--- config.mk ---
export PLATFORM = sky130hd
export DESIGN_NAME = cache_switch_ctrl
export DESIGN_NICKNAME = d
export VERILOG_FILES = /design/src/rtl/cache_switch_ctrl.sv
export SDC_FILE = /design/constraint.sdc
export NUM_CORES = 1
export LEC_CHECK = 0
export CAP_MARGIN = 10
export CORE_MARGIN = 10
export CORE_UTILIZATION = 35
export DETAILED_ROUTE_END_ITERATION = 16
export PLACE_DENSITY_LB_ADDON = 0.3
export REMOVE_ABC_BUFFERS = 1
export SLEW_MARGIN = 15
export SYNTH_ARGS = -nofsm -noshare
export SYNTH_HDL_FRONTEND = slang
export SYNTH_SLANG_ARGS = --single-unit
--- constraint.sdc ---
create_clock -name i_clock -period 2.12 [get_ports i_clock]
set_clock_uncertainty 0.2 [all_clocks]
set_input_delay 0.424 -clock i_clock [delete_from_list [all_inputs] [get_ports i_clock]]
set_output_delay 0.424 -clock i_clock [all_outputs]
set_load 0.005 [all_outputs]
--- src/rtl/cache_switch_ctrl.sv ---
// Cache bank switch controller: writes back the active bank's dirty lines, then commits the new bank.
// Optional perf counters (stall_cycles, wb_count) are built only when CACHE_SWITCH_PERF_EN is defined.
module cache_switch_ctrl #(
    parameter int NUM_BANKS = 4,
    parameter int BANK_W    = 2,
    parameter int NUM_LINES = 8,
    parameter int LINE_W    = 3
) (
    input  logic              i_clock,
    input  logic              i_reset,
    input  logic              i_switch_cache_w,
    input  logic [BANK_W-1:0] i_switch_target,
    output logic              o_busywait,
    output logic [BANK_W-1:0] o_active_bank,
    output logic [BANK_W-1:0] o_scan_bank,
    output logic [LINE_W-1:0] o_scan_line,
    input  logic              i_line_dirty,
    output logic              o_wb_req,
    input  logic              i_wb_ack,
    output logic              o_clr_dirty,
    output logic              o_switch_done,
    output logic [31:0]       o_stall_cycles,
    output logic [15:0]       o_wb_count
);

    typedef enum logic [2:0] {
        S_IDLE,
        S_SCAN,
        S_WB,
        S_COMMIT,
        S_DONE
    } state_t;

    localparam logic [LINE_W-1:0] LAST_LINE  = LINE_W'(NUM_LINES - 1);
    localparam logic [BANK_W:0]   BANK_LIMIT = (BANK_W + 1)'(NUM_BANKS);

    state_t              r_state;
    state_t              w_next_state;
    logic [BANK_W-1:0]   r_active_bank;
    logic [BANK_W-1:0]   w_active_bank_next;
    logic [BANK_W-1:0]   r_target;
    logic [BANK_W-1:0]   w_target_next;
    logic [LINE_W-1:0]   r_scan_line;
    logic [LINE_W-1:0]   w_scan_line_next;
    logic                w_busywait;
    logic                w_wb_req;
    logic                w_clr_dirty;
    logic                w_switch_done;
    logic                w_noop;
    logic                w_last_line;

    // Switching to the current bank or to a nonexistent bank only acknowledges.
    assign w_noop      = ({1'b0, i_switch_target} >= BANK_LIMIT) ||
                         (i_switch_target == r_active_bank);
    assign w_last_line = (r_scan_line == LAST_LINE);

    always_ff @(posedge i_clock) begin
        if (i_reset) begin
            r_state       <= S_IDLE;
            r_active_bank <= '0;
            r_target      <= '0;
            r_scan_line   <= '0;
        end else begin
            r_state       <= w_next_state;
            r_active_bank <= w_active_bank_next;
            r_target      <= w_target_next;
            r_scan_line   <= w_scan_line_next;
        end
    end

    always_comb begin
        w_next_state       = r_state;
        w_active_bank_next = r_active_bank;
        w_target_next      = r_target;
        w_scan_line_next   = r_scan_line;
        w_busywait         = 1'b0;
        w_wb_req           = 1'b0;
        w_clr_dirty        = 1'b0;
        w_switch_done      = 1'b0;
        case (r_state)
            S_IDLE: begin
                if (i_switch_cache_w) begin
                    w_busywait    = 1'b1;
                    w_target_next = i_switch_target;
                    if (w_noop) begin
                        w_next_state = S_DONE;
                    end else begin
                        w_scan_line_next = '0;
                        w_next_state     = S_SCAN;
                    end
                end
            end
            S_SCAN: begin
                w_busywait = 1'b1;
                if (i_line_dirty) begin
                    w_next_state = S_WB;
                end else if (w_last_line) begin
                    w_next_state = S_COMMIT;
                end else begin
                    w_scan_line_next = r_scan_line + 1'b1;
                end
            end
            S_WB: begin
                w_busywait = 1'b1;
                w_wb_req   = 1'b1;
                // A reset arriving with the ack must leave the dirty bit untouched.
                if (i_wb_ack) begin
                    w_clr_dirty = ~i_reset;
                    if (w_last_line) begin
                        w_next_state = S_COMMIT;
                    end else begin
                        w_scan_line_next = r_scan_line + 1'b1;
                        w_next_state     = S_SCAN;
                    end
                end
            end
            S_COMMIT: begin
                w_busywait         = 1'b1;
                w_active_bank_next = r_target;
                w_next_state       = S_DONE;
            end
            S_DONE: begin
                w_busywait    = 1'b1;
                w_switch_done = 1'b1;
                w_next_state  = S_IDLE;
            end
            default: begin
                w_next_state = S_IDLE;
            end
        endcase
    end

    assign o_busywait    = w_busywait;
    assign o_wb_req      = w_wb_req;
    assign o_clr_dirty   = w_clr_dirty;
    assign o_switch_done = w_switch_done;
    assign o_active_bank = r_active_bank;
    assign o_scan_bank   = r_active_bank;
    assign o_scan_line   = r_scan_line;

`ifdef CACHE_SWITCH_PERF_EN
    logic [31:0] r_stall_cycles;
    logic [15:0] r_wb_count;

    // Both counters saturate rather than wrap.
    always_ff @(posedge i_clock) begin
        if (i_reset) begin
            r_stall_cycles <= '0;
            r_wb_count     <= '0;
        end else begin
            if (w_busywait && (r_stall_cycles != '1)) begin
                r_stall_cycles <= r_stall_cycles + 32'd1;
            end
            if (w_clr_dirty && (r_wb_count != '1)) begin
                r_wb_count <= r_wb_count + 16'd1;
            end
        end
    end

    assign o_stall_cycles = r_stall_cycles;
    assign o_wb_count     = r_wb_count;
`else
    assign o_stall_cycles = '0;
    assign o_wb_count     = '0;
`endif

endmodule

# Word-level counts from Yosys, hierarchy flattened
# Cells that the tools add are included.
# totals
reg_bits	10
latchBits	0
ram_bits	0
romBits	0
out_inout_bits	59
memories	0
# op_classes
add_sub_neg	1
mul	0
n_div	0
order_cmp	0
n_eq_ne	11
shift	0
n_mux	19
bitwise_logic	1
n_reduce_logical	6
# op_table
operator	count
$mux 3	10
$pmux 3 s4	1
$pmux 3 s3	1
$ne 2x2->1 const B	4
$eq 3x2->1 const B	2
$eq 3x3->1 const B	2
$mux 1	5
$reduce_and 5->1	1
$reduce_or 4->1	1
$add 3x1->3 const B	1
$eq 3x1->1 const B	1
$logic_not 3->1	1
$ne 3x3->1 const B	1
$reduce_and 3->1	1
$reduce_bool 3->1	1
$eq 2x2->1	1
$mux 2	1
$pmux 1 s2	1
$reduce_and 2->1	1
$not 1->1	1

# Depth between registers and ports, before layout
# Gate-level depths: netlist (run 1).
# logic_depth
word_depth	4
mapped_depth	6

# Worst setup path after synthesis (run 1)
# OpenSTA, ideal clock, no wires.
# synth_path
path_type	register -> register
startpoint	reg r_scan_line[0] (netlist: o_scan_line[0])
endpoint	reg r_scan_line[0] (netlist: o_scan_line[0])
setup_ns	0.072
t_arrival_ns	1.380
t_required_ns	1.848
setup_slack_ns	0.468
path_stages_with_launch	7
n_path_buf	0
synth_period_minus_slack_ns	1.652
cell_sequence	dfxtp_1 ha_1 ha_1 nor3_1 nor2_1 a211oi_4 mux2i_1
# synth_via
elab_chain_len	4
elab_cells_between_ends	6
cone_classes	add/sub: 1; eq/ne: 1; mux: 4
# synth_rtl
item	line	text
start: declaration	43	logic [LINE_W-1:0] r_scan_line;
start signal: assignment	67	r_scan_line <= w_scan_line_next;
$add 3x1->3 or $eq 3x3->1 (tied branches)	100, 112, 55	
$mux 3 *	97, 109	
$mux 3, on equally long branches	107, 95	
$pmux 3 s3 *	80	case (r_state)
# Mark *: on every way between the ends. The rest lies on a longest branch, timed or not. The select of a mux whose other input is x is not followed.
# A chain may end at the register's enable or synchronous reset.

# Worst setup path after layout (run 1)
# layout_path
startpoint	reg r_state[1]
endpoint	out o_switch_done
# layout_via
elab_chain_len	2
# layout_rtl
item	line	text
start: declaration	37	state_t r_state;
start signal: assignment	64	r_state <= w_next_state;
$eq 3x3->1	80	
$mux 1	80	
end: declaration	21	output logic o_switch_done,
# Every way passes these cells.

==> flow_summary.json, run 1 <==
{
  "drv_slew": 0,
  "cp_max_fo": 3,
  "first_global_vias": 652,
  "drt_iter0_markers": 14,
  "power_w": 0.000510,
  "yosys-top-cells-count": "buf_4, dfxtp_1, nand2_1, nor2_1",
  "antenna_found_initial": 0,
  "path_cells": "nor2_4, and2_1, clkdlybuf4s50_1",
  "rrSetupSlack_ns": 0.33,
  "area_delta_synth_final_pct": 8.59,
  "initial_core_util": 0.360,
  "dieArea_mm2": 0.00530,
  "synthDistinctLibCells": 24,
  "chipHeight_um": 72.8,
  "placement.io_buffers": 17,
  "hold_viol": 0,
  "synthesis.area_per_instance_um2": 8.27,
  "ys_ff_latch": 10,
  "clockBufferDepth": 2,
  "cts_setup_buffers": 0,
  "max_freq_mhz": 495,
  "grt_pass1_wl_mm": 3.18,
  "required_ns": 1.50,
  "synth_warnings": 0,
  "final_layout_size_suffix_gt1_frac": 0.129,
  "placed_cells": 167,
  "synth_seq_area_share": 0.205,
  "hold_depth": 2,
  "synth_area_leaders": "buf_4, dfxtp_1, mux2i_1",
  "syn_area_um2": 976,
  "ys.flop_type": "dfxtp_1",
  "cts_buffers": 3,
  "grt-ovfl-total": 0,
  "r2r-start": "o_scan_line[0]",
  "drc_errors": 0,
  "final_cell_count_no_fill": 171,
  "r2r_end": "o_scan_line[1]",
  "post-route-min-period_ns": 2.02,
  "wirelength_mm": 2.06,
  "clkTransAtPathRegs_ns": 0.07,
  "ir_worst_vdd_mv": 0.398,
  "n_antenna_cell": 0,
  "place_hpwl_mm": 1.79,
  "cap_violations": 0,
  "fin_nets": 150,
  "hold_path.class": "register to register",
  "r2r_cells": 6,
  "core_area_mm2": 0.00271,
  "yosysMostFrequentCell": "buf_4",
  "rsz0062_at_grt": "no",
  "place_congestion": 0.837,
  "status": "complete, no violations",
  "finalSetupTns_ns": 0,
  "grt_start_max_net_pins": 12,
  "slowest_stage": "clkdlybuf4s50_1",
  "cts.sinks": 10,
  "period_share": 0.953,
  "synth_edf_count": 0,
  "vias": 648,
  "drtPass1Iterations": 3,
  "worst_path_largest_cell_delay_ns": 0.50,
  "cp-end-kind": "output port",
  "ios": 66,
  "ant_nets": 0,
  "hold_buffers": 0,
  "cp.arrival_ns": 1.40,
  "syn_inst": 118,
  "avgRoutedWirePerCell_um": 12.1,
  "power_density_mw_per_mm2": 481,
  "cts.htree.levels": 1,
  "holdPathEnd": "r_target[0]",
  "gr-usage-all-layers": 0.0726,
  "critPathLaunchType": "register",
  "core.rowCount": 19,
  "cts_root_buf": "clkbuf_4",
  "clock_latency_ns": 0.26,
  "synth_top_area_share": 0.392,
  "dieWidth_um": 72.8,
  "async_reset_ff_frac": 0,
  "cts_tree": "done",
  "synth_top_cell_by_area": "buf_4",
  "worstSetupPathType": "register to output port",
  "hold_start": "r_target[0]",
  "p_leak_nw": 0.526,
  "avgViaCountPerCell": 3.79,
  "setup-violations-final": 0
}
==> metal layers <==
layer	share of wire	routed length, um	GRT usage	vias to the layer above
li1	-	-	-	328
met1	0.36	741	0.0736	285
met2	0.49	1020	0.121	35
met3	0.15	300	0.0503	0
met4	0	0	0.0127	0
met5	0	0	0	-
==> final cells by class <==
class,instances,area [um^2]
multi-input combinational,100,562
tap,31,38.8
inverter,2,7.51
sequential,10,200
timing repair buffer,24,215
clock buffer,4,36.3
fill,282,1650
==> logic make-up after synthesis <==
| logic type | share of synthesized area |
|---|---|
| buffers and inverters | 0.408 |
| and+or+nand+nor | 0.160 |
| xor gates and xnor gates | 0.0180 |
| other | 0.00384 |
| AOI/OAI and AO/OA | 0.103 |
| adders and majority gates | 0.0256 |
| muxes | 0.0769 |
| DFF | 0.205 |
==> critical path, delay by kind of cell (launching register included) <==
family | cells | cell delay, ns
buf+inv | 1 | 0.50
flops | 1 | 0.35
simple gates | 2 | 0.29
==> flip-flops by register name, indices dropped and copies added, names as in the netlist <==
signal and cells:
o_active_bank 2, o_scan_line 3, r_state 3, r_target 2
==> report_power, final <==
group	leakage [nW]	switching [W]	total, W	internal, W
Combinational	0.424	0.0000759	0.000136	0.0000606
Clock	0.0210	0.0000666	0.000171	0.000104
Sequential	0.0813	0.00000666	0.000203	0.000196
==> worst max-delay path by stage <==
stage	slack (ns)	startpoint	endpoint	depth (start not counted)
final	0.1	r_state[1]	o_switch_done	3
after global routing	0.02	r_state[1]	o_switch_done	3
after CTS	0.03	r_state[0]	o_clr_dirty	4
after detailed placement	-0.12	i_wb_ack	o_clr_dirty	3
after global placement	-0.12	i_wb_ack	o_clr_dirty	3
after floorplan	0.46	r_state[1]	o_clr_dirty	3
==> repair_timing <==
item / in CTS / in global routing
setup endpoints to repair: 4 / 2
resized for setup: 4 / 3
pin swaps: 1 / 0
==> placed cells by master (no fill, tap or decap), drive strengths merged <==
cell type      instances
a211oi                 3
a21oi                  3
and2                   1
buf                    7
clkbuf                 5
clkdlybuf4s50         14
conb                  48
dfxtp                 10
dlygate4sd2            2
ha                     2
inv                    2
mux2                   1
mux2i                  6
nand2                  7
nand2b                 6
nand3                  2
nor2                   7
nor3                   5
nor3b                  1
o21bai                 1
o22a                   3
or2                    2
xor2                   2
==> stage by stage <==
stage / util / hold WS, ns / setup WS (ns) / area [um^2]
2_1_floorplan: - / 0.230 / 0.462 / 762
3_3_place_gp: 0.378 / 0.245 / -0.117 / 1020
3_5_place_dp: 0.378 / 0.255 / -0.119 / 1020
4_1_cts: 0.391 / 0.265 / 0.0277 / 1060
5_1_grt: 0.391 / 0.296 / 0.0150 / 1060
6_report: 0.391 / 0.258 / 0.0999 / 1060
Note: power is estimated with default switching activity, not from simulation.
==> run 2: changes to the inputs <==
--- a/config.mk
+++ b/config.mk
@@ -6,8 +6,8 @@
 export NUM_CORES = 1
 export LEC_CHECK = 0
 export CAP_MARGIN = 10
-export CORE_MARGIN = 10
 export CORE_UTILIZATION = 35
+export CTS_CLUSTER_SIZE = 10
 export DETAILED_ROUTE_END_ITERATION = 16
 export PLACE_DENSITY_LB_ADDON = 0.3
 export REMOVE_ABC_BUFFERS = 1
==> run 2 against run 1 <==
- sequential power is essentially flat
- clock-buffer cell count shrank 1
- largest cell class unchanged
- worst setup slack gained 0.013 ns
- global-route usage grew 2.7 points
- fmax grew 0.65%
- sequential share of layout area grew 0.30 points
- critical path depth grew 1
- final area shrank 0.35%
- via count grew 0.62%
- largest power group unchanged
- clock power shrank 22%
- power shrank 7.7%
==> flow_summary.json, run 2 (same netlist as run 1, synthesis figures left out) <==
{
  "hold_viol": 0,
  "p_leak_nw": 0.543,
  "holdPathEnd": "r_target[0]",
  "cp_max_fo": 3,
  "fillers": 274,
  "gr-usage-all-layers": 0.0995,
  "r2r_end": "o_scan_line[0]",
  "clock_latency_ns": 0.26,
  "finalSetupTns_ns": 0,
  "cts.sinks": 10,
  "fin_area_mm2": 0.00106,
  "worstSetupStartpoint": "r_state[0]",
  "r2r_cells": 6,
  "cts_tree": "done",
  "hold_path.class": "register to register",
  "critPathLaunchType": "register",
  "antenna_found_initial": 0,
  "n_antenna_cell": 0,
  "hold_start": "r_target[0]",
  "seqCellArea_um2": 203,
  "avgViaCountPerCell": 3.88,
  "hold_buffers": 0,
  "ios": 66,
  "multi_input_area_um2": 572,
  "drc_errors": 0,
  "dieWidth_um": 54.8,
  "cts_buffers": 3,
  "placement.io_buffers": 17,
  "worst_path_largest_cell_delay_ns": 0.33,
  "max_freq_mhz": 498,
  "path_cells": "nand2b_4, or2_4, nor3b_1, dlygate4sd2_1",
  "fin_nets": 149,
  "rsz0062_at_grt": "no",
  "worstSetupPathType": "register to output port",
  "place_hpwl_mm": 1.19,
  "final_layout_size_suffix_gt1_frac": 0.138,
  "hold_depth": 2,
  "grt_start_max_net_pins": 12,
  "cts.htree.levels": 1,
  "core_area_mm2": 0.00254,
  "r2r-start": "o_scan_line[0]",
  "dieArea_mm2": 0.00300,
  "cap_violations": 0,
  "place_congestion": 0.768,
  "drtPass1Iterations": 4,
  "status": "complete, no violations",
  "wirelength_mm": 1.49,
  "grt_pass1_wl_mm": 2.09,
  "rrSetupSlack_ns": 0.35,
  "cp.arrival_ns": 1.38,
  "power_w": 0.000471,
  "place_area_mm2": 0.00101,
  "cp-end-kind": "output port",
  "initial_core_util": 0.383,
  "avgRoutedWirePerCell_um": 8.89,
  "cts_resized": 9,
  "chipHeight_um": 54.8,
  "drv_slew": 0,
  "core.rowCount": 18,
  "area_delta_synth_final_pct": 8.20,
  "cts_root_buf": "clkbuf_4",
  "cts_setup_buffers": 0,
  "drt_iter0_markers": 5,
  "period_share": 0.947,
  "clkTransAtPathRegs_ns": 0.07,
  "power_density_mw_per_mm2": 446,
  "post-route-min-period_ns": 2.01,
  "layout_commonest_cell": "conb_1",
  "slowest_stage": "dfxtp_2",
  "ant_nets": 0,
  "first_global_vias": 497,
  "setup-violations-final": 0,
  "mostFrequentLayoutCells": "conb_1, clkdlybuf4s50_1, dfxtp_1",
  "vias": 652,
  "ir_worst_vdd_mv": 0.214,
  "clockBufferDepth": 2,
  "required_ns": 1.50,
  "grt-ovfl-total": 0
}
[run 2: cell type report]
class	count	share of cell area
Timing Repair Buffer	23	0.203
Inverter	2	0.00711
Multi-Input combinational cell	100	0.541
Sequential cell	10	0.192
Clock buffer	3	0.0213
Tap cell	30	0.0355
[run 2: report_power, final]
group,switching [W],internal (W)
Sequential,0.00000598,0.000197
Clock,0.0000671,0.0000656
Combinational,0.0000737,0.0000616
Total,0.000147,0.000324
[run 2: worst max-delay path by stage]
stage	cells past startpoint	endpoint	slack, ns
global placement	3	o_clr_dirty	-0.09
floorplan	3	o_clr_dirty	0.46
finish	4	o_clr_dirty	0.11
global route	4	o_clr_dirty	0.01
CTS	4	o_switch_done	0.008
detailed placement	3	o_clr_dirty	-0.10
[run 2: worst max-delay path, delay by kind of cell, from the launching register on]
family / cells / cell delay, ns
simple gates: 3 / 0.54
flops: 1 / 0.33
buf+inv: 1 / 0.25
[run 2: per-layer routing]
layer / vias up / global-route usage / wire length (um)
met5: - / 0 / 0
met4: 0 / 0.0641 / 18
met3: 4 / 0.0167 / 121
met2: 33 / 0.177 / 744
met1: 287 / 0.107 / 608
li1: 328 / - / -
[run 2: metrics by stage]
stage          std cells  hold WS [ns]  setup slack [ns]  utilization
2_1_floorplan        112         0.230             0.462            -
3_3_place_gp         165         0.245           -0.0877        0.399
3_5_place_dp         165         0.251            -0.105        0.399
4_1_cts              168         0.260           0.00785        0.414
5_1_grt              168         0.287            0.0116        0.415
6_report             168         0.258             0.113        0.415
==> run 3: changes to the inputs <==
--- a/config.mk
+++ b/config.mk
@@ -6,10 +6,11 @@
 export NUM_CORES = 1
 export LEC_CHECK = 0
 export CAP_MARGIN = 10
+export CORE_MARGIN = 5
 export CORE_UTILIZATION = 35
 export CTS_CLUSTER_SIZE = 10
 export DETAILED_ROUTE_END_ITERATION = 16
-export PLACE_DENSITY_LB_ADDON = 0.3
+export PLACE_DENSITY = 0.82
 export REMOVE_ABC_BUFFERS = 1
 export SLEW_MARGIN = 15
 export SYNTH_ARGS = -nofsm -noshare
==> run 3 against run 2 <==
- sequential share of layout area down 0.52 points
- final area up 1.5%
- sequential power about the same
- wire length up 15%
- sequential cell count unchanged
- clock power up 30%
- utilization down 1.9 points
- critical path depth down 1
- fmax down 1.4%
- first-iteration DRC count up 40%
- highest routed layer unchanged
==> flow_summary.json, run 3 (same netlist as run 1, synthesis figures left out) <==
{
  "status": "complete, no violations",
  "hold_path.class": "register to register",
  "ant_nets": 0,
  "rsz0062_at_grt": "no",
  "cap_violations": 0,
  "vias": 677,
  "worst_path_largest_cell_delay_ns": 0.50,
  "final_cell_count_no_fill": 172,
  "n_antenna_cell": 0,
  "fillers": 294,
  "drc_errors": 0,
  "place_congestion": 0.768,
  "utilization": 0.396,
  "ir_worst_vdd_mv": 0.224,
  "path_cells": "nor2_2, and2_1, clkdlybuf4s50_1",
  "max_freq_mhz": 491,
  "hold_buffers": 0,
  "placement.io_buffers": 17,
  "ios": 66,
  "core.rowCount": 19,
  "dieWidth_um": 62.8,
  "timing.hold.ws_ns": 0.259,
  "clkTransAtPathRegs_ns": 0.07,
  "placed_cells": 167,
  "layout_commonest_cell": "conb_1",
  "period_share": 0.960,
  "avgRoutedWirePerCell_um": 9.99,
  "place_ws_ns": -0.134,
  "mostFrequentLayoutCells": "conb_1, clkdlybuf4s50_1, dfxtp_1",
  "drtPass1Iterations": 3,
  "setup-violations-final": 0,
  "fin_nets": 151,
  "drv_slew": 0,
  "avgViaCountPerCell": 3.94,
  "post-route-min-period_ns": 2.03,
  "cts.htree.levels": 1,
  "core_area_mm2": 0.00271,
  "cts_root_buf": "clkbuf_4",
  "grt_pass1_wl_mm": 2.50,
  "worstSetupPathType": "register to output port",
  "area_delta_synth_final_pct": 9.87,
  "critPathLaunchType": "register",
  "clock_latency_ns": 0.26,
  "place_hpwl_mm": 1.45,
  "cts_tree": "done",
  "p_leak_nw": 0.529,
  "chipHeight_um": 62.8,
  "slowest_stage": "clkdlybuf4s50_1",
  "postLayoutSetupSlackWorst_ns": 0.0854,
  "cts.sinks": 10,
  "seqCellArea_um2": 200,
  "hold_viol": 0,
  "antenna_found_initial": 0,
  "grt_start_max_net_pins": 12,
  "multi_input_area_um2": 562,
  "required_ns": 1.50,
  "gr-usage-all-layers": 0.0797,
  "cp-end-kind": "output port",
  "wirelength_mm": 1.72,
  "fin_area_mm2": 0.00107,
  "cp.arrival_ns": 1.41,
  "grt-ovfl-total": 0,
  "place_area_mm2": 0.00102,
  "dieArea_mm2": 0.00394,
  "drt_iter0_markers": 7,
  "cts_buffers": 3,
  "clockBufferDepth": 2,
  "power_density_mw_per_mm2": 475,
  "initial_core_util": 0.360,
  "final_layout_size_suffix_gt1_frac": 0.135,
  "first_global_vias": 576,
  "cp_max_fo": 3
}
## run 3: where the power goes
part / switching [W] / leakage, nW / internal [W]
combinational: 0.0000734 / 0.427 / 0.0000609
sequential: 0.00000587 / 0.0813 / 0.000196
clock: 0.0000687 / 0.0210 / 0.000104
## run 3: stage by stage
stage | power [W] | TNS [ns]
after floorplan | 0.000289 | 0
after global routing | 0.000538 | 0
after CTS | 0.000513 | 0
after global placement | 0.000336 | -0.161
after detailed placement | 0.000339 | -0.219
final | 0.000509 | 0
## run 3: layer usage
metal  share of wire  global-route usage  routed length [um]  vias to the layer above
met2            0.51               0.137                 884                       35
met5               0                   0                   0                        -
met1            0.36              0.0815                 622                      309
li1                -                   -                   -                      331
met3            0.12              0.0342                 202                        2
met4          0.0052              0.0398                   9                        0
## run 3: path summary, 6_finish.rpt
path	startpoint	endpoint	slack [ns]	depth (start not counted)
hold / removal	r_target[0]	r_target[0]	0.26	2
setup reg to reg	o_scan_line[0]	o_scan_line[2]	0.31	6
setup / recovery	r_state[1]	o_switch_done	0.09	3
hold reg to reg	r_target[0]	r_target[0]	0.26	2
## run 3: repair_timing
item                       CTS  global route
buffers inserted             1             0
pin swaps                    1             0
cloned                       0             0
gates resized for setup      3             3
setup endpoints to repair    3             2
## run 3: cell type report
cell class                      count  share of cell area
Multi-Input combinational cell    100               0.524
Timing Repair Buffer               25               0.212
Sequential cell                    10               0.187
Tap cell                           31              0.0362
Clock buffer                        4              0.0338
Inverter                            2             0.00700
## run 3: worst max-delay path: cells and delay by family (launching register included)
| kind | cells | cell delay (ns) |
|---|---|---|
| DFF | 1 | 0.34 |
| and+or+nand+nor | 2 | 0.32 |
| buffers and inverters | 1 | 0.50 |
